===== src/rtl/midi_pkg.sv =====
// ---------------------------------------------------------------------------
// midi_pkg
// Shared types and constants for the MIDI receive front end.
//   rx_state_t     : byte-deserialiser states
//   parse_state_t  : message-assembly states
//   ST_* / *_MIN   : status byte constants
//   data_len()     : number of data bytes that follow a status byte
// ---------------------------------------------------------------------------
package midi_pkg;

  typedef enum logic [1:0] {
    RX_IDLE,
    RX_START,
    RX_DATA,
    RX_STOP
  } rx_state_t;

  typedef enum logic [1:0] {
    P_WAIT_STATUS,
    P_WAIT_D1,
    P_WAIT_D2
  } parse_state_t;

  localparam logic [7:0] ST_NOTE_OFF    = 8'h80;
  localparam logic [7:0] ST_NOTE_ON     = 8'h90;
  localparam logic [7:0] ST_POLY_AT     = 8'hA0;
  localparam logic [7:0] ST_CTRL        = 8'hB0;
  localparam logic [7:0] ST_PROG        = 8'hC0;
  localparam logic [7:0] ST_CHAN_AT     = 8'hD0;
  localparam logic [7:0] ST_PITCH       = 8'hE0;
  localparam logic [7:0] SYS_COMMON_MIN = 8'hF0;
  localparam logic [7:0] REALTIME_MIN   = 8'hF8;

  // Channel number is ignored; only the upper nibble selects the length.
  function automatic logic [1:0] data_len(input logic [7:0] status);
    logic [1:0] len;
    len = 2'd0;
    case ({status[7:4], 4'h0})
      ST_NOTE_OFF, ST_NOTE_ON, ST_POLY_AT, ST_CTRL, ST_PITCH: len = 2'd2;
      ST_PROG, ST_CHAN_AT:                                     len = 2'd1;
      default:                                                 len = 2'd0;
    endcase
    return len;
  endfunction

endpackage


===== src/rtl/midi_uart_rx.sv =====
// ---------------------------------------------------------------------------
// midi_uart_rx
// 8N1 serial byte receiver with oversampling.
//   clk          system clock
//   reset        synchronous, active-low
//   i_rx         asynchronous serial line, idle high
//   o_rx_done    one-cycle pulse: valid byte on o_rx_byte
//   o_rx_byte    received byte (LSB first on the line)
//   o_frame_err  one-cycle pulse: stop bit sampled low, byte discarded
// ---------------------------------------------------------------------------
module midi_uart_rx
  import midi_pkg::*;
#(
  parameter int CLK_FREQ = 100_000_000,
  parameter int BAUD     = 31250,
  parameter int OVS      = 16
) (
  input  logic       clk,
  input  logic       reset,
  input  logic       i_rx,
  output logic       o_rx_done,
  output logic [7:0] o_rx_byte,
  output logic       o_frame_err
);

  localparam int DVSR = CLK_FREQ / (BAUD * OVS);
  localparam int TW   = (DVSR > 1) ? $clog2(DVSR) : 1;
  localparam int SW   = $clog2(OVS);
  localparam logic [TW-1:0] T_LAST = TW'(DVSR - 1);
  localparam logic [SW-1:0] S_MID  = SW'(OVS / 2 - 1);
  localparam logic [SW-1:0] S_LAST = SW'(OVS - 1);

  // Two-flop synchroniser; idle-high reset so no false start bit after reset.
  logic r_sync1, r_sync2;
  always_ff @(posedge clk) begin
    if (!reset) begin
      r_sync1 <= 1'b1;
      r_sync2 <= 1'b1;
    end else begin
      r_sync1 <= i_rx;
      r_sync2 <= r_sync1;
    end
  end

  // Free-running oversample tick.
  logic [TW-1:0] r_tick_cnt;
  logic          w_tick;
  assign w_tick = (r_tick_cnt == T_LAST);

  always_ff @(posedge clk) begin
    if (!reset)      r_tick_cnt <= '0;
    else if (w_tick) r_tick_cnt <= '0;
    else             r_tick_cnt <= r_tick_cnt + 1'b1;
  end

  rx_state_t     r_state, w_state_nx;
  logic [SW-1:0] r_s, w_s_nx;
  logic [2:0]    r_n, w_n_nx;
  logic [7:0]    r_b, w_b_nx;

  always_ff @(posedge clk) begin
    if (!reset) begin
      r_state <= RX_IDLE;
      r_s     <= '0;
      r_n     <= '0;
      r_b     <= '0;
    end else begin
      r_state <= w_state_nx;
      r_s     <= w_s_nx;
      r_n     <= w_n_nx;
      r_b     <= w_b_nx;
    end
  end

  // Start bit is confirmed at mid-bit (OVS/2 ticks); every later sample is
  // then a full bit period apart, so data and stop land on bit centres.
  always_comb begin
    w_state_nx  = r_state;
    w_s_nx      = r_s;
    w_n_nx      = r_n;
    w_b_nx      = r_b;
    o_rx_done   = 1'b0;
    o_frame_err = 1'b0;
    unique case (r_state)
      RX_IDLE: begin
        if (!r_sync2) begin
          w_s_nx     = '0;
          w_state_nx = RX_START;
        end
      end
      RX_START: begin
        if (w_tick) begin
          if (r_s == S_MID) begin
            if (!r_sync2) begin
              w_s_nx     = '0;
              w_n_nx     = '0;
              w_state_nx = RX_DATA;
            end else begin
              w_state_nx = RX_IDLE;
            end
          end else begin
            w_s_nx = r_s + 1'b1;
          end
        end
      end
      RX_DATA: begin
        if (w_tick) begin
          if (r_s == S_LAST) begin
            w_s_nx = '0;
            w_b_nx = {r_sync2, r_b[7:1]};
            if (r_n == 3'd7) w_state_nx = RX_STOP;
            else             w_n_nx     = r_n + 1'b1;
          end else begin
            w_s_nx = r_s + 1'b1;
          end
        end
      end
      RX_STOP: begin
        if (w_tick) begin
          if (r_s == S_LAST) begin
            if (r_sync2) o_rx_done   = 1'b1;
            else         o_frame_err = 1'b1;
            w_state_nx = RX_IDLE;
          end else begin
            w_s_nx = r_s + 1'b1;
          end
        end
      end
      default: w_state_nx = RX_IDLE;
    endcase
  end

  assign o_rx_byte = r_b;

endmodule


===== src/rtl/midi_rx_parser.sv =====
// ---------------------------------------------------------------------------
// midi_rx_parser
// MIDI serial receiver and channel-voice message assembler with running
// status. Whole messages are presented on a valid/ready handshake.
//   clk         system clock
//   reset       synchronous, active-low
//   midi_in     asynchronous MIDI line, idle high
//   msg_valid   message held on msg_* outputs
//   msg_ready   consumer accept
//   msg_status  status byte (running status re-inserted)
//   msg_data1   first data byte, 0 if none
//   msg_data2   second data byte, 0 if none
//   frame_err   one-cycle pulse on a bad stop bit
//   overrun     one-cycle pulse when a message is lost to a held output
// Build option: define MIDI_REALTIME_EN to forward real-time bytes
// (0xF8..0xFF) as single-byte messages; otherwise they are discarded.
// ---------------------------------------------------------------------------
module midi_rx_parser
  import midi_pkg::*;
#(
  parameter int CLK_FREQ = 100_000_000,
  parameter int BAUD     = 31250,
  parameter int OVS      = 16
) (
  input  logic       clk,
  input  logic       reset,
  input  logic       midi_in,
  output logic       msg_valid,
  input  logic       msg_ready,
  output logic [7:0] msg_status,
  output logic [6:0] msg_data1,
  output logic [6:0] msg_data2,
  output logic       frame_err,
  output logic       overrun
);

  logic       w_rx_done;
  logic [7:0] w_rx_byte;
  logic       w_frame_err;

  midi_uart_rx #(
    .CLK_FREQ (CLK_FREQ),
    .BAUD     (BAUD),
    .OVS      (OVS)
  ) u_uart_rx (
    .clk         (clk),
    .reset       (reset),
    .i_rx        (midi_in),
    .o_rx_done   (w_rx_done),
    .o_rx_byte   (w_rx_byte),
    .o_frame_err (w_frame_err)
  );

  // Running status uses bit 7 as its valid flag (cleared value 0x00).
  parse_state_t r_pstate, w_pstate_nx;
  logic [7:0]   r_run_status, w_run_nx;
  logic [6:0]   r_d1, w_d1_nx;

  logic       w_emit;
  logic [7:0] w_emit_status;
  logic [6:0] w_emit_d1;
  logic [6:0] w_emit_d2;

  always_ff @(posedge clk) begin
    if (!reset) begin
      r_pstate     <= P_WAIT_STATUS;
      r_run_status <= '0;
      r_d1         <= '0;
    end else begin
      r_pstate     <= w_pstate_nx;
      r_run_status <= w_run_nx;
      r_d1         <= w_d1_nx;
    end
  end

  always_comb begin
    w_pstate_nx   = r_pstate;
    w_run_nx      = r_run_status;
    w_d1_nx       = r_d1;
    w_emit        = 1'b0;
    w_emit_status = '0;
    w_emit_d1     = '0;
    w_emit_d2     = '0;
    if (w_rx_done) begin
      if (w_rx_byte >= REALTIME_MIN) begin
        // Real-time bytes may interleave anywhere; parser state is untouched.
`ifdef MIDI_REALTIME_EN
        w_emit        = 1'b1;
        w_emit_status = w_rx_byte;
`endif
      end else if (w_rx_byte >= SYS_COMMON_MIN) begin
        w_run_nx    = '0;
        w_pstate_nx = P_WAIT_STATUS;
      end else if (w_rx_byte[7]) begin
        w_run_nx    = w_rx_byte;
        w_pstate_nx = P_WAIT_D1;
      end else begin
        unique case (r_pstate)
          P_WAIT_STATUS, P_WAIT_D1: begin
            // WAIT_STATUS with a live running status behaves as WAIT_D1.
            if (r_run_status[7]) begin
              if (data_len(r_run_status) == 2'd1) begin
                w_emit        = 1'b1;
                w_emit_status = r_run_status;
                w_emit_d1     = w_rx_byte[6:0];
                w_pstate_nx   = P_WAIT_STATUS;
              end else begin
                w_d1_nx     = w_rx_byte[6:0];
                w_pstate_nx = P_WAIT_D2;
              end
            end
          end
          P_WAIT_D2: begin
            w_emit        = 1'b1;
            w_emit_status = r_run_status;
            w_emit_d1     = r_d1;
            w_emit_d2     = w_rx_byte[6:0];
            w_pstate_nx   = P_WAIT_STATUS;
          end
          default: w_pstate_nx = P_WAIT_STATUS;
        endcase
      end
    end
  end

  // Output holding register. A new message may replace the held one only in
  // the cycle it is being accepted; otherwise the new one is dropped.
  logic       r_msg_valid;
  logic [7:0] r_msg_status;
  logic [6:0] r_msg_d1;
  logic [6:0] r_msg_d2;
  logic       r_frame_err;
  logic       r_overrun;

  always_ff @(posedge clk) begin
    if (!reset) begin
      r_msg_valid  <= 1'b0;
      r_msg_status <= '0;
      r_msg_d1     <= '0;
      r_msg_d2     <= '0;
      r_frame_err  <= 1'b0;
      r_overrun    <= 1'b0;
    end else begin
      r_frame_err <= w_frame_err;
      r_overrun   <= 1'b0;
      if (w_emit) begin
        if (!r_msg_valid || msg_ready) begin
          r_msg_valid  <= 1'b1;
          r_msg_status <= w_emit_status;
          r_msg_d1     <= w_emit_d1;
          r_msg_d2     <= w_emit_d2;
        end else begin
          r_overrun <= 1'b1;
        end
      end else if (r_msg_valid && msg_ready) begin
        r_msg_valid <= 1'b0;
      end
    end
  end

  assign msg_valid  = r_msg_valid;
  assign msg_status = r_msg_status;
  assign msg_data1  = r_msg_d1;
  assign msg_data2  = r_msg_d2;
  assign frame_err  = r_frame_err;
  assign overrun    = r_overrun;

endmodule

===== config.mk =====
export PLATFORM = sky130hd
export DESIGN_NAME = midi_rx_parser
export DESIGN_NICKNAME = d
export VERILOG_FILES = /design/src/rtl/midi_pkg.sv /design/src/rtl/midi_uart_rx.sv /design/src/rtl/midi_rx_parser.sv
export SDC_FILE = /design/constraint.sdc
export NUM_CORES = 1
export LEC_CHECK = 0
export ABC_AREA = 1
export BUFFER_PORTS_ARGS = -buffer_cell sky130_fd_sc_hd__buf_2
export CAP_MARGIN = 20
export CORE_ASPECT_RATIO = 0.9
export CORE_UTILIZATION = 40
export CTS_BUF_LIST = sky130_fd_sc_hd__clkbuf_4
export DETAILED_ROUTE_END_ITERATION = 7
export GPL_ROUTABILITY_DRIVEN = 0
export PLACE_DENSITY = 0.57
export SLEW_MARGIN = 20
export SYNTH_ARGS = -nofsm -noshare
export SYNTH_HDL_FRONTEND = slang
export SYNTH_SLANG_ARGS = --single-unit

===== constraint.sdc =====
create_clock -name clk -period 2 [get_ports clk]
set_input_delay 0.2 -clock clk [delete_from_list [all_inputs] [get_ports clk]]
set_output_delay 0.2 -clock clk [all_outputs]
set_load 0.02 [all_outputs]

==> results.yml, run 1 <==
placement:
  placed_cells: 578
  dp_hpwl_um: 5520
  port_buffers: 28
pwr:
  p_leak_nw: 1.50
  ir_drop_mv: 0.320
  power.density_nw_per_um2: 689
critical_path:
  end_kind: "flop"
  crit_path_max_incr_delay_ns: 0.42
  cp-start-kind: "flop"
  critPathArrivalTime_ns: 2.15
  worst-path-max-fanout: 9
  slowest_stage: "dfxtp_1"
  crit_buf_inv: 1
  critical_path.cell_chain: "ha_2 -> nand3_4 -> nor2_4 -> nand3_2 -> nor2_8 -> buf_12 -> nand2_2 -> nand2_1 -> a21oi_1"
  worstPathRequired_ns: 2.30
  worstSetupPathType: "flop to flop"
  cp_top_family: "simple AND/OR/NAND/NOR gates"
logic_synthesis:
  synthesis.nets: 467
  synthCells: 459
  syn_area_sq_um: 3310
  ys_ff_latch: 69
  seq_area_frac_synth_pct: 41.8
  syn-mean-instance-area_sq_um: 7.20
  yosys.cell_types.count: 28
  ys_warn_count: 0
die:
  die_area_sq_um: 8640
  fp.dieW_um: 97.8
  fp.coreArea_sq_um: 8030
  placementRows: 31
  start_util_pct: 41.2
  die_h_um: 88.3
  ios: 29
drt:
  dr.first_iter.drc_count: 170
  via_count: 3123
  ant_nets: 0
  via_per_inst: 5.21
  avgRoutedWirePerCell_um: 13.2
  drc: 2
  totalWireLength_um: 7920
  first_pass_iters: 6
layout:
  final_common_cell: "nand2_1"
  nets: 504
  final_cell_mix: "nand2_1, a21oi_1, dfxtp_1"
  post-route-util_pct: 47.2
  final-instance-count-excl-fill: 600
  drive_gt1_share_pct: 16.6
  diodes: 0
  syn_to_final_growth_pct: 14.6
timing:
  grt_setup_unrepaired: "no"
  fmax_mhz: 540
  min_period_over_period_pct: 92.7
  finalMaxSlewViolations: 0
  fin_skew_ns: 0.0186
  tightest_slew_ns: 0.557
  fin_crit_ns: 1.85
  slew_headroom_pct: 62.7
  final-setup-viol-count: 0
  finalHoldViolCount: 0
  fin_tns_setup_ns: 0
min_path:
  hold_path_class: "input port to flop"
global_routing:
  first_global_vias: 2731
  antenna_found_initial: 0
  grt_pass1_wl_um: 13000
  grt_usage_pct: 19.0
  grt_max_degree: 31
  grt.overflow.total: 0
clocking:
  htree_levels: 3
  cts.sinks: 69
  cts_tree: "built"
  cts.reportedPaths.clkPinSlew_ns: 0.11
  clock_path_buffers: 2
  cts_inserted_buffers: 9
  clk_latency_ns: 0.42
  cts_root_buf: "clkbuf_4"
outcome:
  violations: "DRC"
  status: "finished with violations"
job:
  drv_cap: 0
repair_timing:
| item | 4_1_cts | 5_1_grt |
|---|---|---|
| endpoints found under the setup margin | 0 | 24 |
| resized for setup | 0 | 3 |
| endpoints found under the hold margin | 1 | 0 |
| hold buffers | 1 | 0 |
| setup buffers | 0 | 4 |
per-stage QoR:
stage	setup WS, ns	power [W]	instance area [sq um]	hold WS, ns
floorplan	0.421	0.00156	3310	0.307
global placement	0.166	0.00159	3550	0.392
detailed placement	0.107	0.00160	3550	0.398
CTS	0.0989	0.00265	3730	0.0515
global route	0.0134	0.00273	3790	0.0778
finish	0.147	0.00261	3790	0.0687
sequential cells by signal, summed over array words and instances (netlist names), 2 cells and up, named ones only:
signal and count:
msg_data2 7, r_d1 7, u_uart_rx.o_rx_byte 8, msg_data1 7
u_uart_rx.r_n 3, u_uart_rx.r_tick_cnt 8, u_uart_rx.r_s 4, r_run_status 8
msg_status 8, r_pstate 2
logic make-up (layout without fill, tap and decap cells):
group	count (synthesis)	after routing	share of synthesized area (%)
adder cells (fa/ha/maj)	4	4	1.51
AO/OA/AOI/OAI	95	95	14.5
XOR/XNOR	4	4	1.06
buffers and inverters	65	106	9.08
flip-flops	69	69	41.8
AND/OR/NAND/NOR	222	223	32.1
power breakdown:
part / leakage (nW) / total (W) / internal (W) / switching [W]
sequential: 0.557 / 0.00141 / 0.00139 / 0.0000184
combinational: 0.860 / 0.000161 / 0.0000501 / 0.000111
clock: 0.0803 / 0.00104 / 0.000519 / 0.000524
total: 1.50 / 0.00261 / 0.00196 / 0.000654
final cells by class:
type,instances,area (sq um)
Fill cell,829,4240
Multi-Input combinational cell,326,1650
Sequential cell,69,1380
Timing Repair Buffer,48,318
Inverter,42,158
Tap cell,99,124
Clock inverter,6,87.6
Clock buffer,10,75.1
synthesized netlist by cell type:
library cell  count  area (sq um)
buf_2             6          30.0
o21ai_0          17          85.1
nor2_8            1          20.0
nor3b_1           1          7.51
nor2_4            1          11.3
nand3_4           2          35.0
a21oi_2           1          8.76
inv_2             3          11.3
ha_1              4          50.1
nand4_1          34           213
inv_1            36           135
o21ai_1           6          30.0
nand3_1          34           170
nand4_2           1          12.5
xor2_1            4          35.0
buf_4             3          22.5
clkbuf_1          9          33.8
nor2_2            4          25.0
clkinv_1          3          11.3
or2_2             2          12.5
nor3_1            8          40.0
nor2_1           38           143
nand2_2           2          12.5
a21oi_1          71           355
buf_6             5          56.3
nand2_1          93           349
nand3_2           1          10.0
dfxtp_1          69          1380
worst min-delay path: cells and delay by family:
family	cells	cell delay, ns
and+or+nand+nor	1	0.10
buffers and inverters	2	0.16
path summary, 6_finish.rpt:
kind / start / endpoint / slack (ns) / depth (start not counted)
setup / recovery: u_uart_rx.r_s[0] / r_run_status[0] / 0.15 / 9
hold / removal: reset / u_uart_rx.r_sync2 / 0.07 / 3
hold reg to reg: u_uart_rx.r_sync1 / u_uart_rx.r_sync2 / 0.42 / 1
setup reg to reg: u_uart_rx.r_s[0] / r_run_status[0] / 0.15 / 9
routing by layer:
layer	track usage, %	wire length (um)	up-vias
met3	4.42	291	11
met2	30.7	3410	52
met5	0	0	-
met4	7.16	121	0
li1	-	-	1627
met1	24.8	4100	1433
Note: power is estimated with default switching activity, not from simulation.
==> run 2: changes to the inputs <==
--- a/config.mk
+++ b/config.mk
@@ -14,6 +14,7 @@
 export DETAILED_ROUTE_END_ITERATION = 7
 export GPL_ROUTABILITY_DRIVEN = 0
 export PLACE_DENSITY = 0.57
+export SETUP_SLACK_MARGIN = 0.3
 export SLEW_MARGIN = 20
 export SYNTH_ARGS = -nofsm -noshare
 export SYNTH_HDL_FRONTEND = slang
==> results.yml, run 2 (synthesis gave the netlist of run 1 again) <==
global_routing:
  antenna_found_initial: 0
  grt_pass1_wl_um: 13400
  grt_usage_pct: 19.7
  grt.overflow.total: 0
  first_global_vias: 2806
  grt_max_degree: 31
critical_path:
  worstPathRequired_ns: 2.31
  crit_path_frequent_cell: "nand3_4"
  crit_path_max_incr_delay_ns: 0.39
  cp_top_family: "simple AND/OR/NAND/NOR gates"
  critical_path.cell_chain: "ha_4 -> nand3_4 -> nor2_4 -> nand3_4 -> nor2_4 -> nand3_4 -> nand2_1 -> a21oi_1"
  critPathArrivalTime_ns: 2.00
  cp-start-kind: "flop"
  slowest_stage: "dfxtp_4"
  worstSetupPathType: "flop to flop"
  worst-path-max-fanout: 6
  critical_path_depth: 8
  crit_buf_inv: 0
  ff2ff_path_depth: 8
  end_kind: "flop"
layout:
  final-instance-count-excl-fill: 611
  syn_to_final_growth_pct: 21.7
  drive_gt1_share_pct: 23.4
  diodes: 0
  seqCellArea_sq_um: 1390
  stdcell_area_sq_um: 4020
  nets: 515
  multi_input_area_sq_um: 1800
  final_cell_mix: "nand2_1, a21oi_1, dfxtp_1"
  final_common_cell: "nand2_1"
  n_fill_cell: 819
timing:
  grt_setup_unrepaired: "yes"
  finalMaxSlewViolations: 0
  fin_tns_setup_ns: 0
  fin_crit_ns: 1.69
  min_period_over_period_pct: 84.4
  slew_headroom_pct: 74.4
  fmax_mhz: 592
  final-setup-viol-count: 0
  tightest_slew_ns: 0.383
  holdWs_ns: 0.0685
  finalHoldViolCount: 0
  fin_skew_ns: 0.0206
pwr:
  power.density_nw_per_um2: 658
  power.total_w: 0.00265
  ir_drop_mv: 0.319
  p_leak_nw: 1.55
outcome:
  violations: "DRC"
  status: "finished with violations"
drt:
  totalWireLength_um: 8700
  via_count: 3299
  via_per_inst: 5.40
  ant_nets: 0
  avgRoutedWirePerCell_um: 14.2
  dr.first_iter.drc_count: 203
  drc: 2
  first_pass_iters: 7
clocking:
  cts_tree: "built"
  cts_inserted_buffers: 9
  clock_path_buffers: 2
  cts.sinks: 69
  clk_latency_ns: 0.42
  cts.reportedPaths.clkPinSlew_ns: 0.13
  htree_levels: 3
  cts_root_buf: "clkbuf_4"
die:
  placementRows: 31
  start_util_pct: 41.2
  fp.coreArea_sq_um: 8030
  ios: 29
  die_h_um: 88.3
  die_area_sq_um: 8640
  fp.dieW_um: 97.8
min_path:
  hold_path_class: "input port to flop"
  min_path_cells: 3
placement:
  placed_cells: 578
  port_buffers: 28
  dpl_cell_area_sq_um: 3550
  dp_hpwl_um: 5520
job:
  drv_cap: 0
==> run 2: cell count changes in the layout (fill, tap and decap cells not counted), moves of 2 or more <==
| cell | before | now |
|---|---|---|
| nor2_4 | 1 | 6 |
| nand3_4 | 3 | 5 |
| buf_4 | 17 | 21 |
| buf_6 | 0 | 2 |
| dfxtp_4 | 0 | 2 |
| dfxtp_1 | 69 | 64 |
| dfxtp_2 | 0 | 3 |
| nor2_1 | 37 | 31 |
| nor2_2 | 5 | 8 |
| ha_4 | 0 | 2 |
| nand2_1 | 93 | 81 |
| nand2_2 | 2 | 13 |
==> run 2: where the power goes <==
| group | internal [W] | switching, W | total, W |
|---|---|---|---|
| clock network | 0.000519 | 0.000531 | 0.00105 |
| logic | 0.0000632 | 0.000119 | 0.000182 |
| registers | 0.00139 | 0.0000222 | 0.00142 |
| total | 0.00198 | 0.000672 | 0.00265 |
==> run 2: cell type report <==
class                           instances  area share (%)
Multi-Input combinational cell        330            44.8
Sequential cell                        69            34.6
Timing Repair Buffer                   55            9.51
Inverter                               42            3.98
Tap cell                               99            3.08
Clock inverter                          6            2.18
Clock buffer                           10            1.87
==> run 2: path summary, 6_finish.rpt <==
path / start / end / slack (ns)
max: u_uart_rx.r_s[1] / msg_status[3] / 0.31
min: reset / u_uart_rx.r_sync2 / 0.07
max reg2reg: u_uart_rx.r_s[1] / msg_status[3] / 0.31
min reg2reg: u_uart_rx.r_sync1 / u_uart_rx.r_sync2 / 0.42
==> run 2: worst reg2reg max path, delay by kind of cell (launching register included) <==
family / cells / cell delay [ns]
fa+ha+maj: 1 / 0.16
compound gates: 1 / 0.06
simple gates: 6 / 0.99
flops: 1 / 0.39
==> run 2: what timing repair did <==
item,in CTS,in global routing
hold buffers,1,0
resized for setup,10,33
gates cloned,3,5
setup buffers,3,5
pin swaps,3,11
endpoints found under the hold margin,1,0
setup endpoints to repair,42,49
==> run 2: metal layers <==
metal / part of all wire (%) / track usage [%]
met2: 44 / 31.7
met3: 4.4 / 4.42
met4: 1.7 / 7.16
met5: 0 / 0
met1: 50 / 26.2
==> run 2: through the flow <==
stage                     setup slack [ns]  utilization [%]
after global routing                 0.228             50.1
after detailed placement             0.107             44.3
after global placement               0.166             44.3
after floorplan                      0.421                -
after CTS                            0.285             47.6
final                                0.312             50.1
